$ cat config.mk
export PLATFORM = sky130hd
export DESIGN_NAME = slow_tick_bcd_counter
export DESIGN_NICKNAME = d
export VERILOG_FILES = /design/src/rtl/slow_tick_bcd_counter.sv
export SDC_FILE = /design/constraint.sdc
export NUM_CORES = 1
export LEC_CHECK = 0
export CORE_MARGIN = 2
export CORE_UTILIZATION = 40
export CTS_CLUSTER_DIAMETER = 150
export CTS_CLUSTER_SIZE = 28
export DETAILED_ROUTE_END_ITERATION = 6
export GPL_ROUTABILITY_DRIVEN = 0
export GPL_TIMING_DRIVEN = 0
export PLACE_DENSITY = 0.63
export SLEW_MARGIN = 10
export SYNTH_ARGS = -nofsm -noshare
export SYNTH_HDL_FRONTEND = slang
export SYNTH_SLANG_ARGS = --single-unit
$ cat constraint.sdc
create_clock -name cly -period 3.87 [get_ports cly]
set_clock_uncertainty 0.1 [all_clocks]
set_input_delay 0.5805 -clock cly [delete_from_list [all_inputs] [get_ports cly]]
set_output_delay 0.5805 -clock cly [all_outputs]
set_load 0.1 [all_outputs]
$ cat src/rtl/slow_tick_bcd_counter.sv
// Multi-digit BCD up/down counter advanced by edges of a slow, asynchronous divided clock.
// Latency: slow_clk first sampled high at cly edge k -> tick from k+2 to k+3, bcd changes at k+3.
// Backpressure: none; ticks arriving while en=0, or coinciding with load, are dropped.
module slow_tick_bcd_counter #(
    parameter int DIGITS     = 4,
    parameter int BOTH_EDGES = 0
) (
    input  logic                  cly,
    input  logic                  rstn,
    input  logic                  slow_clk,
    input  logic                  en,
    input  logic                  up,
    input  logic                  load,
    input  logic [4*DIGITS-1:0]   load_val,
    output logic [4*DIGITS-1:0]   bcd,
    output logic                  tick,
    output logic                  tc,
    output logic                  load_err
);

    logic                sync1;
    logic                sync2;
    logic                prev;
    logic                slow_edge;
    logic [4*DIGITS-1:0] bcd_inc;
    logic [4*DIGITS-1:0] bcd_dec;
    logic [4*DIGITS-1:0] load_fix;
    logic                load_bad;
    logic                all9;
    logic                all0;
    logic                carry;
    logic                borrow;
    logic [3:0]          dig;
    logic [3:0]          ld_dig;

    assign slow_edge = (BOTH_EDGES != 0) ? (sync2 ^ prev) : (sync2 & ~prev);

    // Carry and borrow ripple through every digit in one cycle; invalid load digits become 0.
    always_comb begin
        carry    = 1'b1;
        borrow   = 1'b1;
        bcd_inc  = bcd;
        bcd_dec  = bcd;
        load_fix = '0;
        load_bad = 1'b0;
        all9     = 1'b1;
        all0     = 1'b1;
        dig      = '0;
        ld_dig   = '0;
        for (int i = 0; i < DIGITS; i++) begin
            dig    = bcd[4*i +: 4];
            ld_dig = load_val[4*i +: 4];
            if (carry) begin
                if (dig == 4'd9) begin
                    bcd_inc[4*i +: 4] = 4'd0;
                end else begin
                    bcd_inc[4*i +: 4] = dig + 4'd1;
                    carry             = 1'b0;
                end
            end
            if (borrow) begin
                if (dig == 4'd0) begin
                    bcd_dec[4*i +: 4] = 4'd9;
                end else begin
                    bcd_dec[4*i +: 4] = dig - 4'd1;
                    borrow            = 1'b0;
                end
            end
            if (ld_dig > 4'd9) begin
                load_bad = 1'b1;
            end else begin
                load_fix[4*i +: 4] = ld_dig;
            end
            all9 = all9 & (dig == 4'd9);
            all0 = all0 & (dig == 4'd0);
        end
    end

    assign tc = en & (up ? all9 : all0);

    always_ff @(posedge cly or negedge rstn) begin
        if (!rstn) begin
            sync1    <= 1'b0;
            sync2    <= 1'b0;
            prev     <= 1'b0;
            tick     <= 1'b0;
            bcd      <= '0;
            load_err <= 1'b0;
        end else begin
            sync1 <= slow_clk;
            sync2 <= sync1;
            prev  <= sync2;
            tick  <= slow_edge;
            if (load) begin
                bcd      <= load_fix;
                load_err <= load_bad;
            end else if (en && tick) begin
                bcd <= up ? bcd_inc : bcd_dec;
            end
        end
    end

endmodule

Word-level counts from Yosys, hierarchy flattened --
Cells that the tools add are included.
Word-level totals: logic and storage cells 85, input bits 22, register bits after elaboration 21
Operators by class: add/sub/neg operators 8, reductions and logical operators 12, muxes and demuxes 36, equality and inequality tests 7, bitwise gates (word level) 9, magnitude comparators 4
Operator list (count):
- 4-bit 2-to-1 mux | 18
- 16-bit 2-to-1 mux | 3
- 4-bit by 1-bit adder with 4-bit output (second input constant) | 4
- 4-bit == test (second input constant) | 4
- 4-bit > comparator (second input constant) | 4
- 4-bit zero test | 4
- 4-bit by 1-bit subtractor with 4-bit output (second input constant) | 4
- 1-bit 2-to-1 mux | 15
- 3-bit by 1-bit inequality test with 1-bit output (second input constant) | 3
- 3-bit AND reduction | 3
- 3-bit nonzero test | 3
- 1-bit AND | 8
- 2-bit nonzero test | 1
- 1-bit logical AND | 1
- 1-bit inverter | 1

Logic depth before layout (Yosys ltp) --
depth after elaboration 8, depth in mapped cells 7

Worst setup path before layout --
No wires, ideal clock.
kind register to output, start point reg bcd[7], end point out tc, stages on the path, launching flop included 5, buffers on the path 0, arrival time 2.342 ns, slack 0.848 ns, cells stage by stage dfrtp_1 > and4bb_2 > nand4_1 > nor4_1 > o221a_2
On the way: longest elaborated chain between the ends 6
Ends and longest elaborated chain:
- start, declared | RTL line 15 | output logic [4*DIGITS-1:0] bcd,
- start signal, assigned | RTL line 95 | bcd <= load_fix;
- start signal, assigned | RTL line 98 | bcd <= up ? bcd_inc : bcd_dec;
- 4-bit == test / 4-bit zero test (equally long branches) | RTL line 74, 75
- 1-bit AND, on equally long branches (3 in series) | RTL line 74, 75
- 1-bit 2-to-1 mux * | RTL line 79 | assign tc = en & (up ? all9 : all0);
- 1-bit AND * | RTL line 79
- end, declared | RTL line 17 | output logic tc,
Every way passes the cells marked *; elsewhere a longest branch is shown, timed or not.

Final worst setup path --
start point in up, end point out tc
On the way: longest elaborated chain between the ends 2
Ends and longest elaborated chain:
- start, declared | RTL line 12 | input logic up,
- 1-bit 2-to-1 mux | RTL line 79
- 1-bit AND | RTL line 79
Every way passes these cells.

==> impl_metrics.tcl <==
set metrics [dict create \
    min_to "sync2" \
    fin_util_pct 54.25 \
    grt_max_degree 22 \
    drive_above_1_share_pct 9.091 \
    status "completed" \
    postSynth.asyncResetShare_pct 100.0 \
    initial_core_util_pct 41.77 \
    cp.required_ns 3.19 \
    min_from "sync1" \
    drtIter0Drc 174 \
    timing.fmax_mhz 286.4 \
    synth_edf_count 0 \
    arrival_ns 2.81 \
    rows 23 \
    final_common_cell "clkdlybuf4s50_1" \
    multi_input_area_sq_mm 0.001022 \
    yosysWarnings 0 \
    power_mw 1.360 \
    cts_max_path_buffers 2 \
    fin_setup_tns_ns 0 \
    dp_worst_setup_slack_ns -0.2768 \
    wl_per_cell_microns 15.55 \
    nNetsFinal 276 \
    port_buffers 40 \
    netlist_area_sq_mm 0.001683 \
    drv_slew 0 \
    synth_area_leaders "dfrtp_1, o21ai_0, a21oi_1" \
    worst_pin_slew_ns 1.020 \
    synth_fp_nets 231 \
    post-dp-hpwl_microns 3407 \
    hold_path.class "flop to flop" \
    grt_first_pass_wirelength_microns 7576 \
    whs_path_depth 0 \
    setup_slack_ns 0.3783 \
    setup_violations 0 \
    crit_start "up" \
    antenna_cells 0 \
    p_per_area_mw_per_mm2 622.4 \
    grt.overflow.total 0 \
    vias_per_cell 5.700 \
    r2r-end "bcd[13]" \
    grt_usage_pct 21.30 \
    timing.max_slew.rel_slack_pct 31.81 \
    cts_tree "built" \
    p_leak_nw 0.8290 \
    syn_area_per_cell_sq_um 8.052 \
    path_max_fanout 10 \
    grt_pass1_vias 1552 \
    syn_inst 209 \
    dr.pass1.iters 4 \
    worstSetupStartpointType "primary input" \
    die-area_sq_mm 0.004742 \
    htree_levels 1 \
    rr_startpoint "bcd[9]" \
    cts.sink_count 21 \
    crit_type "primary input to primary output" \
    ff2ff_path_depth 5 \
    numCtsBuffers 3 \
    ys_seq_area_share_pct 31.23 \
    max_cap_viol_count 0 \
    ant_nets 0 \
    ir_worst_vdd_mv 0.3826 \
    antenna_found_initial 0 \
    period_needed_ns 3.492 \
    die_h_microns 68.86 \
    synth.distinct_cells 53 \
    coreArea_sq_mm 0.004029 \
    finalCritPeriodShare_pct 90.22 \
    rrSetupSlack_ns 1.75 \
    drt_wl_total_microns 4713 \
    rsz0062_at_grt "false" \
    clk_pin_slew_worst_paths_ns 0.08 \
    place_area_sq_mm 0.002146 \
    io_pins 41 \
    postCtsHoldBufs 0 \
    area_delta_synth_final_pct 29.89 \
    vias 1727 \
    synth_top_area_share_pct 31.23 \
    root_buffer "clkbuf_8" \
    fp.dieW_microns 68.86 \
    mostFrequentLayoutCells "clkdlybuf4s50_1, o21ai_0, dfrtp_1, nor2_1, a21oi_1" \
    ff_latch_area_sq_um 525.5 \
    ys.flop_type "dfrtp_1" \
    fin_area_sq_mm 0.002186 \
    drc_errors 0 \
    finalHoldViolCount 0 \
    cp-end-kind "primary output" \
    synth_seq_cells 21 \
    synth_top_area_cell "dfrtp_1" \
    clock_latency_ns 0.26 \
    fillerInstances 392 \
    post_cts.repair.setup_buffers 0 \
]
kinds of logic (layout without fill, tap and decap cells):
logic type / after synthesis / in the layout / share of synthesized area, %
AOI/OAI and AO/OA: 76 / 76 / 29.22
buffers and inverters: 28 / 72 / 8.030
and+or+nand+nor: 73 / 73 / 24.98
DFF: 21 / 21 / 31.23
xor gates and xnor gates: 5 / 5 / 2.602
muxes: 6 / 6 / 3.940
final cells by class:
| type | instances | area share, % |
|---|---|---|
| buffer | 17 | 4.293 |
| clock buffer | 4 | 2.061 |
| inverter | 11 | 1.889 |
| multi-input combinational | 160 | 46.77 |
| sequential | 21 | 24.04 |
| tap | 50 | 2.862 |
| timing repair buffer | 40 | 18.09 |
how the worst max path moves through the flow:
| stage | end | cells past startpoint |
|---|---|---|
| finish | tc | 8 |
| global route | tc | 8 |
| CTS | tc | 8 |
| detailed placement | tc | 8 |
| global placement | tc | 8 |
| floorplan | tc | 4 |
Yosys cell counts, drive strengths merged, types with 2 or more instances:
library cell / n
dfrtp: 21
a21oi: 18
nand2b: 4
nor3: 7
nor2: 20
a211oi: 3
buf: 7
nand2: 12
nand4: 2
a31oi: 3
nor2b: 4
xnor2: 4
nand3b: 5
nor4: 6
nand3: 3
a32o: 2
a221oi: 2
a22oi: 3
o21bai: 2
o22ai: 4
o31ai: 2
a32oi: 2
mux2: 5
inv: 11
o21ai: 25
clkbuf: 10
a311oi: 2
repair_timing:
action,4_1_cts,5_1_grt
endpoints found under the setup margin,1,1
gates resized for setup,2,1
pin swaps,0,0
critical path, cell delays in order:
cell and delay (ns):
clkdlybuf4s50_1 0.49, buf_2 0.23, buf_2 0.24, buf_2 0.26, nand4b_1 0.12, nor4_1 0.20
o221a_2 0.23, clkbuf_2 0.45
state kept, by name, summed over array words and instances (netlist names):
| name | count |
|---|---|
| sync1 | 1 |
| tick | 1 |
| sync2 | 1 |
| bcd | 16 |
| load_err | 1 |
| prev | 1 |
per-stage QoR:
step,hold WS [ns],instances
floorplan,0.1849,209
global placement,0.2358,299
detailed placement,0.2379,299
CTS,0.2572,303
global route,0.2590,303
finish,0.2543,303
power by group:
part	switching [mW]	total (mW)	internal (mW)
Combinational	0.601	0.869	0.268
Sequential	0.0727	0.341	0.269
Clock	0.0769	0.150	0.0735
Total	0.750	1.36	0.610
per-layer routing:
layer	vias up	GRT usage [%]	wire length [microns]
li1	862	-	-
met1	812	30.99	2184
met2	48	34.13	2171
met3	5	2.597	322
met4	0	3.922	34
met5	-	0	0
Note: power is estimated with default switching activity, not from simulation.
